### src/rtl/mem_arb_pkg.sv
// Shared constants, state codes and data helpers for the byte-bus arbiter.
// Used by mem_bus_arbiter and mem_byte_seq.
package mem_arb_pkg;

    localparam int LSB_TYPE_W = 4;

    localparam logic [1:0] SZ_BYTE = 2'd0;
    localparam logic [1:0] SZ_HALF = 2'd1;
    localparam logic [1:0] SZ_WORD = 2'd2;

    typedef logic [1:0] state_t;

    localparam state_t ST_IDLE    = 2'd0;
    localparam state_t ST_READ    = 2'd1;
    localparam state_t ST_WRITE   = 2'd2;
    localparam state_t ST_IO_WAIT = 2'd3;

    localparam logic [1:0] IO_HI = 2'b11;

    localparam logic REQ_IF  = 1'b0;
    localparam logic REQ_LSB = 1'b1;

    function automatic logic [2:0] size_bytes(input logic [1:0] sz);
        logic [2:0] n;
        case (sz)
            SZ_BYTE: n = 3'd1;
            SZ_HALF: n = 3'd2;
            default: n = 3'd4;
        endcase
        return n;
    endfunction

    function automatic logic [31:0] extend(
        input logic [31:0] w,
        input logic [1:0]  sz,
        input logic        uns
    );
        logic [31:0] r;
        case (sz)
            SZ_BYTE: r = uns ? {24'b0, w[7:0]}
                             : {{24{w[7]}}, w[7:0]};
            SZ_HALF: r = uns ? {16'b0, w[15:0]}
                             : {{16{w[15]}}, w[15:0]};
            default: r = w;
        endcase
        return r;
    endfunction

endpackage

### src/rtl/mem_byte_seq.sv
// Splits one 1/2/4-byte access into consecutive byte bus cycles and
// assembles read bytes little-endian; done marks the last bus cycle.
module mem_byte_seq
    import mem_arb_pkg::*;
#(
    parameter int ADDR_W = 32
) (
    input  logic              clk,
    input  logic              rst_n,
    input  logic              en,
    input  logic              start,
    input  logic              abort,
    input  logic [ADDR_W-1:0] base,
    input  logic [2:0]        n,
    input  logic              is_write,
    input  logic [31:0]       wdata,
    input  logic [7:0]        din,
    output logic [ADDR_W-1:0] addr,
    output logic [7:0]        dout,
    output logic              wr,
    output logic [31:0]       word,
    output logic              done
);

    logic              busy;
    logic              kind;
    logic [2:0]        k;
    logic [2:0]        n_q;
    logic [ADDR_W-1:0] base_q;
    logic [31:0]       wdata_q;
    logic [31:0]       lanes;
    logic [2:0]        lane_k;
    logic              cap;
    logic [ADDR_W-1:0] next_addr;

    // k is the index of the byte driven next; a read byte lands two
    // counts later because the memory answers one cycle late.
    assign lane_k    = k - 3'd2;
    assign cap       = busy && !kind && (k >= 3'd2);
    assign next_addr = base_q + {{(ADDR_W-3){1'b0}}, k};
    assign done      = busy && (kind ? (k == n_q)
                                     : (k == n_q + 3'd1));

    always_comb begin
        word = lanes;
        if (cap) begin
            word[{lane_k[1:0], 3'b000} +: 8] = din;
        end
    end

    always_ff @(posedge clk) begin
        if (!rst_n) begin
            busy    <= 1'b0;
            kind    <= 1'b0;
            k       <= 3'd0;
            n_q     <= 3'd0;
            base_q  <= '0;
            wdata_q <= 32'd0;
            lanes   <= 32'd0;
            addr    <= '0;
            dout    <= 8'd0;
            wr      <= 1'b0;
        end else if (en) begin
            if (start) begin
                busy    <= 1'b1;
                kind    <= is_write;
                k       <= 3'd1;
                n_q     <= n;
                base_q  <= base;
                wdata_q <= wdata;
                lanes   <= 32'd0;
                addr    <= base;
                dout    <= wdata[7:0];
                wr      <= is_write;
            end else if (abort) begin
                busy  <= 1'b0;
                k     <= 3'd0;
                lanes <= 32'd0;
                wr    <= 1'b0;
            end else if (busy) begin
                lanes <= word;
                if (done) begin
                    busy <= 1'b0;
                    wr   <= 1'b0;
                end else begin
                    k <= k + 3'd1;
                    if (k < n_q) begin
                        addr <= next_addr;
                        dout <= wdata_q[{k[1:0], 3'b000} +: 8];
                    end
                end
            end
        end
    end

endmodule

### src/rtl/mem_bus_arbiter.sv
// Byte-bus arbiter between instruction fetch and the load/store buffer.
// Define MEM_ARB_ROUND_ROBIN_EN to alternate grants on ties.
module mem_bus_arbiter #(
    parameter int         ADDR_W = 32,
    parameter logic [1:0] IO_HI  = mem_arb_pkg::IO_HI
) (
    input  logic                              clk_in,
    input  logic                              rst_in,
    input  logic                              rdy_in,
    input  logic                              flush,
    input  logic [7:0]                        mem_din,
    output logic [7:0]                        mem_dout,
    output logic [ADDR_W-1:0]                 mem_a,
    output logic                              mem_wr,
    input  logic                              io_buffer_full,
    input  logic                              if_en,
    input  logic [ADDR_W-1:0]                 if_addr,
    output logic                              if_rdy,
    output logic [31:0]                       if_data,
    input  logic                              lsb_en,
    input  logic [ADDR_W-1:0]                 lsb_addr,
    input  logic [mem_arb_pkg::LSB_TYPE_W-1:0] lsb_type,
    input  logic [31:0]                       lsb_wdata,
    output logic                              lsb_rdy,
    output logic [31:0]                       lsb_rdata
);

    import mem_arb_pkg::*;

    state_t            st;
    logic              owner;
    logic              uns_q;
    logic [1:0]        sz_q;
    logic [ADDR_W-1:0] a_q;
    logic [31:0]       wd_q;
    logic [2:0]        n_q;
    logic              if_rdy_q;
    logic              lsb_rdy_q;
    logic              pulse_rd;
    logic              mem_wr_q;
`ifdef MEM_ARB_ROUND_ROBIN_EN
    logic              last_grant;
`endif

    logic              can_grant;
    logic              pick_lsb;
    logic              go;
    logic [ADDR_W-1:0] g_addr;
    logic              g_wr;
    logic [2:0]        g_n;
    logic              io_stall;
    logic              wait_done;
    logic              seq_start;
    logic              seq_abort;
    logic              seq_done;
    logic [ADDR_W-1:0] s_base;
    logic [2:0]        s_n;
    logic              s_wr;
    logic [31:0]       s_wdata;
    logic [31:0]       seq_word;

    // A pending pulse blocks the grant so the owner can drop its request.
    assign can_grant = (st == ST_IDLE) && !if_rdy_q
                    && !lsb_rdy_q && !flush;

`ifdef MEM_ARB_ROUND_ROBIN_EN
    assign pick_lsb = lsb_en && (!if_en || (last_grant == REQ_IF));
`else
    assign pick_lsb = lsb_en;
`endif

    assign go       = can_grant && (lsb_en || if_en);
    assign g_addr   = pick_lsb ? lsb_addr : if_addr;
    assign g_wr     = pick_lsb && lsb_type[3];
    assign g_n      = pick_lsb ? size_bytes(lsb_type[1:0]) : 3'd4;
    assign io_stall = g_wr && (g_addr[17:16] == IO_HI)
                   && io_buffer_full;

    assign wait_done = (st == ST_IO_WAIT) && !io_buffer_full;
    assign seq_start = (go && !io_stall) || wait_done;
    assign seq_abort = (st == ST_READ) && flush;
    assign s_base    = wait_done ? a_q  : g_addr;
    assign s_n       = wait_done ? n_q  : g_n;
    assign s_wr      = wait_done ? 1'b1 : g_wr;
    assign s_wdata   = wait_done ? wd_q : lsb_wdata;

    mem_byte_seq #(
        .ADDR_W (ADDR_W)
    ) u_seq (
        .clk      (clk_in),
        .rst_n    (rst_in),
        .en       (rdy_in),
        .start    (seq_start),
        .abort    (seq_abort),
        .base     (s_base),
        .n        (s_n),
        .is_write (s_wr),
        .wdata    (s_wdata),
        .din      (mem_din),
        .addr     (mem_a),
        .dout     (mem_dout),
        .wr       (mem_wr_q),
        .word     (seq_word),
        .done     (seq_done)
    );

    always_ff @(posedge clk_in) begin
        if (!rst_in) begin
            st         <= ST_IDLE;
            owner      <= REQ_IF;
            uns_q      <= 1'b0;
            sz_q       <= 2'd0;
            a_q        <= '0;
            wd_q       <= 32'd0;
            n_q        <= 3'd0;
            if_rdy_q   <= 1'b0;
            lsb_rdy_q  <= 1'b0;
            pulse_rd   <= 1'b0;
            if_data    <= 32'd0;
            lsb_rdata  <= 32'd0;
`ifdef MEM_ARB_ROUND_ROBIN_EN
            last_grant <= REQ_LSB;
`endif
        end else if (rdy_in) begin
            if_rdy_q  <= 1'b0;
            lsb_rdy_q <= 1'b0;
            case (st)
                ST_IDLE: begin
                    if (go) begin
                        owner <= pick_lsb;
                        uns_q <= lsb_type[2];
                        sz_q  <= lsb_type[1:0];
                        a_q   <= g_addr;
                        wd_q  <= lsb_wdata;
                        n_q   <= g_n;
`ifdef MEM_ARB_ROUND_ROBIN_EN
                        last_grant <= pick_lsb;
`endif
                        if (io_stall) begin
                            st <= ST_IO_WAIT;
                        end else if (g_wr) begin
                            st <= ST_WRITE;
                        end else begin
                            st <= ST_READ;
                        end
                    end
                end
                ST_IO_WAIT: begin
                    if (!io_buffer_full) begin
                        st <= ST_WRITE;
                    end
                end
                ST_READ: begin
                    if (flush) begin
                        st <= ST_IDLE;
                    end else if (seq_done) begin
                        st       <= ST_IDLE;
                        pulse_rd <= 1'b1;
                        if (owner == REQ_LSB) begin
                            lsb_rdy_q <= 1'b1;
                            lsb_rdata <= extend(seq_word, sz_q, uns_q);
                        end else begin
                            if_rdy_q <= 1'b1;
                            if_data  <= seq_word;
                        end
                    end
                end
                ST_WRITE: begin
                    if (seq_done) begin
                        st        <= ST_IDLE;
                        pulse_rd  <= 1'b0;
                        lsb_rdy_q <= 1'b1;
                    end
                end
                default: st <= ST_IDLE;
            endcase
        end
    end

    // A frozen cycle must not repeat a write; a late flush drops read results.
    assign mem_wr  = mem_wr_q & rdy_in;
    assign if_rdy  = if_rdy_q & ~flush;
    assign lsb_rdy = lsb_rdy_q & ~(flush & pulse_rd);

endmodule

### config.mk
export PLATFORM = sky130hd
export DESIGN_NAME = mem_bus_arbiter
export DESIGN_NICKNAME = d
export VERILOG_FILES = /design/src/rtl/mem_arb_pkg.sv /design/src/rtl/mem_byte_seq.sv /design/src/rtl/mem_bus_arbiter.sv
export SDC_FILE = /design/constraint.sdc
export NUM_CORES = 1
export LEC_CHECK = 0
export ABC_AREA = 1
export ABC_CLOCK_PERIOD_IN_PS = 2600
export CAP_MARGIN = 20
export CORE_MARGIN = 2
export CORE_UTILIZATION = 45
export DETAILED_ROUTE_END_ITERATION = 10
export GPL_TIMING_DRIVEN = 1
export PLACE_DENSITY = 0.71
export REMOVE_ABC_BUFFERS = 1
export SYNTH_ARGS = -nofsm -noshare
export SYNTH_HDL_FRONTEND = slang
export SYNTH_SLANG_ARGS = --single-unit
export TNS_END_PERCENT = 1
### constraint.sdc
create_clock -name clk_in -period 2.6 [get_ports clk_in]
set_input_delay 0.26 -clock clk_in [delete_from_list [all_inputs] [get_ports clk_in]]
set_output_delay 0.26 -clock clk_in [all_outputs]
set_load 0.1 [all_outputs]
### After elaboration in Yosys (flattened, before gate mapping)

Index checks and enable logic that the tools add are counted.

| storage, ports and cells | value |
|---|---|
| output and inout port bits | 107 |
| latch bits | 0 |
| input port bits | 115 |
| memories kept | 0 |
| bits in registers | 285 |
| memory bits (read-only) | 0 |
| bits in writable memories | 0 |
| logic and storage cells | 151 |

| cells by class | value |
|---|---|
| mux-type cells | 57 |
| shift operators | 3 |
| order comparisons | 2 |
| equal/unequal tests | 16 |
| reductions and logical operators | 39 |
| add/subtract/negate cells | 5 |
| multipliers | 0 |
| bitwise logic cells | 7 |
| divide/modulo/power cells | 0 |

Operators with widths:

| operator | number |
|---|---|
| $mux W32 | 14 |
| $pmux W32 S2 | 1 |
| $mux W8 | 5 |
| $add A32 B3 Y32 | 1 |
| $bwmux W32 | 1 |
| $shift A8 B7 Y32 const A | 1 |
| $shiftx A32 B6 Y8 | 1 |
| $shiftx A8 B7 Y32 | 1 |
| $mux W1 | 20 |
| $reduce_and A5 Y1 | 4 |
| $mux W3 | 6 |
| $ne A2 B2 Y1 const B | 7 |
| $logic_and A1 B1 Y1 | 13 |
| $mux W2 | 6 |
| $reduce_and A3 Y1 | 4 |
| $pmux W2 S4 | 1 |
| $neg A5 Y7 | 1 |
| $add A3 B1 Y3 const B | 2 |
| $eq A2 B1 Y1 const B | 3 |
| $eq A2 B2 Y1 const B | 3 |
| $eq A3 B3 Y1 | 2 |
| $logic_not A1 Y1 | 6 |
| $logic_not A2 Y1 | 3 |
| $pmux W3 S2 | 1 |
| 11 further kinds | 22 |

### Depth between registers and ports, before layout

Gate-level depths: netlist of run 1.

| depth | value |
|---|---|
| word-level depth | 9 |
| gate-level depth with buffers | 15 |
| depth with buffers taken out | 15 |

### Hierarchy

Synthesis of run 1 repeated with hierarchy kept, for this count alone.

| unflattened totals | value |
|---|---|
| cells, all modules | 2156 |
| area, all modules | 14051.0 µm² |

By module, submodules not included:

| module | area each (µm²) | times used | seq. area each (µm²) | cells each |
|---|---|---|---|---|
| mem_byte_seq | 7638.6 | 1 | 2902.8 | 1172 |
| mem_bus_arbiter | 6412.4 | 1 | 2802.7 | 984 |

### Worst setup path before layout of run 1

Ideal clock, no wire load.

| timing | value |
|---|---|
| kind | reg2reg |
| start point | register u_seq.k[0] |
| end point | register lsb_rdata[23] |
| period minus slack after synthesis | 2437 ps |
| data required time | 2535 ps |
| buffers on the path | 2 |
| data arrival time | 2372 ps |
| library setup time | 65 ps |
| cell stages (with the launch flop) | 14 |
| path slack | 163 ps |
| path through | dfxtp_1 buf_2 clkinv_1 ha_1 nor2_1 inv_1 nor2_1 nand2_1 nand2_1 nand4_1 nand2_2 buf_6 nor2_1 nor2_1 |

| between the ends | value |
|---|---|
| cells in the longest elaborated chain, start to end | 7 |
| elaborated cells on any way between the ends | 16 |
| those cells by class | add/sub (2); order compare (1); eq/ne (2); shift (2); mux (6); reduce/logical (3) |

Ends and longest elaborated chain:

| element | line | text |
|---|---|---|
| start: declaration | mem_byte_seq.sv:27 | `logic [2:0] k;` |
| start signal: assignment | mem_byte_seq.sv:86 | `k <= k + 3'd1;` |
| $sub A2 B2 Y2 | mem_byte_seq.sv:38 | `assign lane_k = k - 3'd2;` |
| $neg A5 Y7 | mem_byte_seq.sv:47 | `word[{lane_k[1:0], 3'b000} +: 8] = din;` |
| $shiftx A8 B7 Y32 / $shift A8 B7 Y32 (equally long branches) | mem_byte_seq.sv:47 |  |
| $bwmux W32 | mem_byte_seq.sv:47 |  |
| $mux W32 | mem_byte_seq.sv:46 | `if (cap) begin` |
| $mux W32, on equally long branches | mem_arb_pkg.sv:42, mem_arb_pkg.sv:40 |  |
| $pmux W32 S2 | mem_arb_pkg.sv:39 | `case (sz)` |
| end signal: assignment | mem_bus_arbiter.sv:161 | `lsb_rdata <= extend(seq_word, sz_q, uns_q);` |
| end: declaration | mem_bus_arbiter.sv:25 | `output logic [31:0] lsb_rdata` |

Several ways; a longest one is shown, not always the timed one.
A chain may end at the register's enable or synchronous reset.

### Worst setup path in the final report of run 1

| timing | value |
|---|---|
| start point | register u_seq.k[0] |
| end point | register u_seq.addr[12] |

| between the ends | value |
|---|---|
| cells in the longest elaborated chain, start to end | 6 |
| elaborated cells on any way between the ends | 14 |
| those cells by class | add/sub (1); order compare (1); eq/ne (3); mux (6); reduce/logical (3) |

Ends and longest elaborated chain:

| element | line | text |
|---|---|---|
| $add A32 B3 Y32 | mem_byte_seq.sv:40 | `assign next_addr = base_q + {{(ADDR_W-3){1'b0}}, k};` |
| $mux W32 | mem_byte_seq.sv:87 | `if (k < n_q) begin` |
| $mux W32 | mem_byte_seq.sv:82 | `if (done) begin` |
| $mux W32 | mem_byte_seq.sv:80 | `end else if (busy) begin` |
| $mux W32 | mem_byte_seq.sv:75 | `end else if (abort) begin` |
| $mux W32 | mem_byte_seq.sv:64 | `if (start) begin` |
| end signal: assignment | mem_byte_seq.sv:72 | `addr <= base;` |
| end signal: assignment | mem_byte_seq.sv:88 | `addr <= next_addr;` |
| end: declaration | mem_byte_seq.sv:18 | `output logic [ADDR_W-1:0] addr,` |

Several ways; a longest one is shown, not always the timed one. The select of a mux whose other input is x is not followed.

==> summary.md, run 1 <==
| Metric | Value |
|---|---|
| Drc violations | 0 |
| Final Instance Area | 17500 sq um |
| Count leader, synth | nand2_1 |
| Hold Slack | 0.144 ns |
| Post-synth EDFFs | 0 |
| Total die area | 32700 sq um |
| Sink Count | about 290 |
| GP Congestion | around 0.95 |
| CTS tree | done |
| Share of cells above drive strength 1 | 0.104 |
| Fin Setup TNS | 0 ns |
| Slew HR | 0.415 |
| GRT Total Usage | 0.243 |
| Final slew viol count | 0 |
| I/O Buffers | 221 |
| CTS root buf | clkbuf_16 |
| H-tree levels | 1 |
| Peak supply drop | 0.543 mV |
| Placed Cells incl. Taps | 2644 |
| Drt via density | approximately 5.2 |
| Num rows | 64 |
| Worst Setup EP | u_seq.addr[12] |
| Setup crit start kind | flop |
| Fin crit share | 0.912 |
| Vias in the first global route | 13200 |
| Final core occ | 0.568 |
| Crit-path leading delay family | simple AND/OR/NAND/NOR gates |
| Post-route ant nets | 0 |
| Post-route non-filler standard cell count | 2704 |
| Drt pass-1 iters | 5 |
| Synth top area share | 0.405 |
| Slew @ Worst Pin | 0.877 ns |
| Die width | 181 um |
| Synth warn | 0 |
| Critical Path AT | between 2 and 3 ns |
| FF-to-FF Start | u_seq.k[0] |
| I/O pins | 222 |
| Crit-path max FO | 4 |
| Synth Cell Area | 14100 sq um |
| Clock Skews | about 0.013 ns |
| Detailed Route Iter0 Violations | between 1000 and 1500 |
| Leading area contributor after synthesis | dfxtp_1 |
| Flops & latches, synth | 285 |
| Worst-case reg-to-reg path depth | 13 |
| Synthesis-to-layout area growth | 24.0% |
| Mapped Cells | 2116 |
| Worst setup EP type | flop |
| Flop2flop setup slack | between 0.2 and 0.25 ns |
| Max-Cap Viols | 0 |
| Grt ovf | 0 |
| Post-CTS Hold Buffers | 0 |
| First-pass GRT wire length | 66.6 mm |
| Most used cell, CP | nand2_1 |
| Antenna violations before repair | 4 |
| Worst R2R End | u_seq.addr[12] |
| WL per Instance | around 15 um |
| Initial core utilization | 0.458 |
| Vias after detailed routing | 14100 |
| Final hold violations | 0 |
| Post-synth ARST share | 0 |
| Post-detailed-routing wire length | about 40 mm |
| CP Depth | 13 |
| RSZ-0062 raised after global routing | no |
| CP bufs+invs | 2 |
| Count of different cell masters after synthesis | 40 |
| Min Tclk post-route | about 2.4 ns |
| Core ar. | 30700 sq um |
| Largest stage delay, worst path | 0.41 ns |
| Placement Cell Area | 16400 sq um |
| Clock transition at the registers of the reported paths | 0.06 ns |
| Pwr per Cell Area | just under 700 nW/um^2 |
| CTS Buf Count | 31 |
| CP startpoint | u_seq.k[0] |
| CP max-delay cell | fa_1 |
| Status | completed |
| Final setup fails | 0 |
| Nets | 2415 |
| Achievable frequency | between 0.4 and 0.5 GHz |
| Post-DP HPWL | 27.7 mm |
| Leakage | 7.52 nW |
| Largest net degree at the start of global routing | 109 |
| Resized Gates After CTS | 0 |
| Hold WC Path Type | primary input to flop |
| Clock buffer depth | 3 |
| Post-synthesis sequential area ratio | 0.405 |
| Setup bufs post-CTS | 0 |
| Worst setup path category | flop to flop |
| Die Span Y | 181 um |
| Worst EP required | 3.11 ns |
| Post-synth top cells | nand2_1, nor2_1, dfxtp_1 |
| Cell chain of the critical path | ha_1, inv_1, fa_1, inv_1, nand2_1, nand2_1, nand2_1, nor2_1, xor2_1, nand2_1, o21ai_0, nor2_1, nor2_1 |
| Synth area leaders | dfxtp_1, nand2_1, nor2_1 |
| Top FF cell, synth | dfxtp_1 |
| Clock latency on the worst-skew pair | 0.58 ns |
| Syn_area_per_cell | 6.66 sq um |
[routing by layer]
metal,routed length (um),GRT usage,vias up
li1,-,-,7176
met1,19100,0.336,6446
met2,18100,0.396,406
met5,21,0,-
met4,992,0.0615,4
met3,2480,0.0407,70
[final cells by class]
class,instances,area [sq um]
Fill cell,3005,13300
Multi-Input combinational cell,1574,7330
Sequential cell,285,5710
Timing Repair Buffer,258,2360
Clock buffer,44,925
Inverter,131,497
Tap cell,396,495
Clock inverter,14,163
Antenna cell,2,5.00
[layout by cell type, fill, tap and decap left out, drive strengths merged, types with 4 or more instances in the layout]
master,netlist,layout
nor3,6,6
clkinv,1,12
a31oi,4,4
nand3,91,91
or2,4,4
clkbuf,70,44
buf,56,146
mux2i,28,28
nand4,12,12
a211oi,41,41
a21boi,4,4
nor3b,12,12
clkdlybuf4s50,0,112
a21oi,130,130
inv,130,129
o21ai,272,272
nand3b,4,4
dfxtp,285,285
ha,18,18
nand2,539,539
xor2,7,7
nor2,397,397
[per-stage QoR]
stage                     worst slack (ns)  power, mW
after global routing               0.00358       12.4
after global placement               0.207       7.25
after floorplan                      -4.62       6.44
after detailed placement             0.201       7.28
after CTS                            0.236       11.9
final                                0.230       11.9
[tightest hold or removal path: stages]
cell,delay [ns]
buf_4,0.25
nand2_1,0.12
nor2_1,0.03
[how the worst min path moves through the flow]
stage,startpoint,end,slack (ns),cells past startpoint
finish,rst_in,u_seq.addr[8],0.14,3
global route,rst_in,u_seq.addr[3],0.18,3
CTS,rst_in,u_seq.addr[3],0.13,3
detailed placement,wd_q[19],wd_q[19],0.44,2
global placement,wd_q[25],wd_q[25],0.43,2
floorplan,rst_in,if_data[10],0.38,2
[cells by family after synthesis]
kind of cell             count (synthesis)  share of synthesized area
multiplexers                            28                     0.0199
flip-flops                             285                      0.405
AND/OR/NAND/NOR                       1065                      0.305
XOR/XNOR                                10                    0.00622
adder cells (fa/ha/maj)                 19                     0.0174
buffers and inverters                  257                     0.0761
AO/OA/AOI/OAI                          452                      0.171
[power breakdown]
group	total, mW	internal [mW]	switching, mW
logic	2.35	0.725	1.63
registers	4.85	4.66	0.195
clock network	4.66	2.77	1.89
[state kept, by name (all words and copies together) (netlist names), 2 cells and up]
name	count
sz_q	2
wd_q	32
u_seq.base_q	32
if_data	32
u_seq.n_q	3
n_q	3
u_seq.lanes	32
st	2
u_seq.wdata_q	32
a_q	32
u_seq.dout	8
lsb_rdata	32
u_seq.k	3
u_seq.addr	32
Note: power is estimated with default switching activity, not from simulation.
==> run 2: changes to the inputs <==
--- a/config.mk
+++ b/config.mk
@@ -9,11 +9,10 @@
 export ABC_CLOCK_PERIOD_IN_PS = 2600
 export CAP_MARGIN = 20
 export CORE_MARGIN = 2
-export CORE_UTILIZATION = 45
+export CORE_UTILIZATION = 38
+export CTS_CLUSTER_SIZE = 20
 export DETAILED_ROUTE_END_ITERATION = 10
 export GPL_TIMING_DRIVEN = 1
-export PLACE_DENSITY = 0.71
-export REMOVE_ABC_BUFFERS = 1
 export SYNTH_ARGS = -nofsm -noshare
 export SYNTH_HDL_FRONTEND = slang
 export SYNTH_SLANG_ARGS = --single-unit
==> run 2 against run 1 <==
Against the previous run: critical path depth is 1 lower; maximum frequency rose by 1.5%; design area rose by 1.8%; die area grew 18%; critical endpoint is now u_seq.addr[14]; register-to-register slack gained 0.04 ns; worst setup slack improved by 0.035 ns; via count increased by 0.27%; clock skew grew 0.00097 ns.
==> summary.md, run 2 (synthesis gave the netlist of run 1 again) <==
| Metric | Value |
|---|---|
| CP startpoint | u_seq.k[0] |
| Worst R2R End | u_seq.addr[14] |
| Met2 usage | 0.376 (-0.0194) |
| Most common cell after layout, fill and taps aside | nand2_1 |
| Final Instance Area | 17800 sq um (+1.8%) |
| Crit-path max FO | 4 (unchanged) |
| Cell chain of the critical path | ha_1, inv_1, fa_1, inv_1, nand2_1, nand2_1, nand2_1, nor2_1, xnor2_1, o21ai_0, nor2_1, nor2_1 |
| Leakage | 7.64 nW (+1.6%) |
| I/O Buffers | 221 (unchanged) |
| Flop2flop setup slack | 0.27 ns (+0.04 ns) |
| Min-delay src | lsb_en |
| Most frequent cells in the layout | nand2_1, nor2_1, dfxtp_1 |
| Post-route non-filler standard cell count | 2799 (+3.5%) |
| Clock Skews | 0.0136 ns (+0.000969 ns) |
| Worst EP required | 3.00 ns (-0.11 ns) |
| Drt via density | 5.05 (-3.1%) |
| Initial core utilization | 0.386 (-0.0724) |
| Drt pass-1 iters | 5 (unchanged) |
| Met3 usage | 0.0433 (+0.00257) |
| Largest net degree at the start of global routing | 178 (+63%) |
| Largest stage delay, worst path | 0.40 ns (about the same) |
| Syn nets | 2250 |
| Clock buffer depth | 3 (unchanged) |
| CTS root buf | clkbuf_16 |
| Pwr per Cell Area | 678 nW/um^2 (about the same) |
| CP max-delay cell | fa_1 |
| Placed Cells incl. Taps | 2739 (+3.6%) |
| Placement Cell Area | 16700 sq um (+1.8%) |
| Min Tclk post-route | 2.33 ns (-0.0355 ns) |
| Post-DP HPWL | 33.2 mm (+20%) |
| Peak supply drop | 0.425 mV (-22%) |
| Setup crit start kind | flop |
| Final hold violations | 0 (unchanged) |
| Total die area | 38600 sq um (+18%) |
| FF-to-FF Start | u_seq.k[0] |
| WL per Instance | 16.8 um (+12%) |
| Post-CTS Hold Buffers | 0 (unchanged) |
| GP Congestion | 0.915 (-3.3%) |
| Worst setup path category | flop to flop |
| Clock latency on the worst-skew pair | 0.52 ns (-0.06 ns) |
| Vias after detailed routing | 14100 (+0.27%) |
| Fillers | 3710 (+23%) |
| Slew HR | 0.424 (+0.00952) |
| GRT Total Usage | 0.241 (-0.00221) |
| Critical Path AT | 2.74 ns (-0.14 ns) |
| Setup WS post-layout | 0.265 ns (+0.0355 ns) |
| Core ar. | 36500 sq um (+19%) |
| Slew @ Worst Pin | 0.863 ns (-0.0143 ns) |
| RSZ-0062 raised after global routing | no |
| Die Span Y | 197 um (+8.6%) |
| Fin crit share | 0.898 (-0.0136) |
| Final slew viol count | 0 (unchanged) |
| H-tree levels | 2 (+1) |
| CTS tree | done |
| Drc violations | 0 (unchanged) |
| Max-Cap Viols | 0 (unchanged) |
| Status | completed |
| Hold WC Path Type | primary input to flop |
| Synthesis-to-layout area growth | 26.3% |
| Grt ovf | 0 (unchanged) |
| Worst setup EP type | flop |
| Antenna violations before repair | 1 (-3) |
| WHS Path Cells | 3 (unchanged) |
| Met1 usage | 0.343 (+0.00718) |
| Die width | 197 um (+8.6%) |
| First-pass GRT wire length | 73.9 mm (+11%) |
| Worst-case reg-to-reg path depth | 12 (-1) |
| Achievable frequency | 0.428 GHz (+1.5%) |
| Share of cells above drive strength 1 | 0.109 (+0.00494) |
| CTS Buf Count | 36 (+16%) |
| Post-detailed-routing wire length | 47.1 mm (+16%) |
| Clock transition at the registers of the reported paths | 0.06 ns (about the same) |
| Post-route ant nets | 0 (unchanged) |
| Num rows | 70 (+9.4%) |
| Nets | 2444 (+1.2%) |
| Vias in the first global route | 13100 (-0.32%) |
| WHS Endpoint | a_q[16] |
| I/O pins | 222 (unchanged) |
| Final setup fails | 0 (unchanged) |
| Fin Setup TNS | 0 ns (unchanged) |
| Detailed Route Iter0 Violations | 1085 (-4.6%) |
| Sink Count | 285 (unchanged) |
| Gr busiest metal | met2 |
| Pre-CTS setup slack | 0.128 ns (-0.0726 ns) |
[run 2: cell type report]
cell class	instances	area (sq um)	share of cell area
multi-input combinational	1575	7350	0.413
sequential	285	5710	0.321
timing repair buffer	281	2570	0.144
clock buffer	55	1030	0.0581
tap	468	586	0.0329
inverter	131	495	0.0278
clock inverter	3	65.1	0.00366
antenna	1	2.50	0.000141
[run 2: timing repair]
item                                    CTS  global route
gates resized for setup                   0             3
endpoints found under the setup margin    0            36
setup buffers                             0             0
[run 2: where the power goes]
part | switching (mW) | internal [mW] | leakage, nW
combinational | 1.69 | 0.765 | 4.79
clock | 1.87 | 2.91 | 0.533
sequential | 0.180 | 4.66 | 2.32
total | 3.74 | 8.33 | 7.64
[run 2: how the worst max path moves through the flow]
stage / endpoint / slack, ns / depth (start not counted)
2_1_floorplan: lsb_rdata[23] / 0.16 / 13
3_3_place_gp: if_data[25] / 0.16 / 11
3_5_place_dp: lsb_rdata[11] / 0.13 / 12
4_1_cts: lsb_rdata[11] / 0.11 / 12
5_1_grt: u_seq.addr[14] / 0.04 / 12
6_report: u_seq.addr[14] / 0.27 / 12
[run 2: through the flow]
| stage | hold slack [ns] | util | total power [mW] |
|---|---|---|---|
| global placement | 0.435 | 0.457 | 7.36 |
| CTS | 0.155 | 0.487 | 12.2 |
| floorplan | 0.395 | - | 6.55 |
| global route | 0.187 | 0.487 | 12.6 |
| detailed placement | 0.439 | 0.457 | 7.38 |
| finish | 0.178 | 0.487 | 12.1 |
[run 2: critical path, delay by kind of cell, from the launching register on]
family | cells | cell delay, ns
AND/OR/NAND/NOR | 6 | 0.77
XOR/XNOR | 1 | 0.17
buffers and inverters | 2 | 0.17
flip-flops | 1 | 0.38
AO/OA/AOI/OAI | 1 | 0.09
adder cells (fa/ha/maj) | 2 | 0.63
[run 2: routing by layer]
metal / share of wire / routed length, um
met5: 0 / 0
met4: 0.022 / 1050
met3: 0.061 / 2890
met2: 0.44 / 20900
met1: 0.47 / 22300
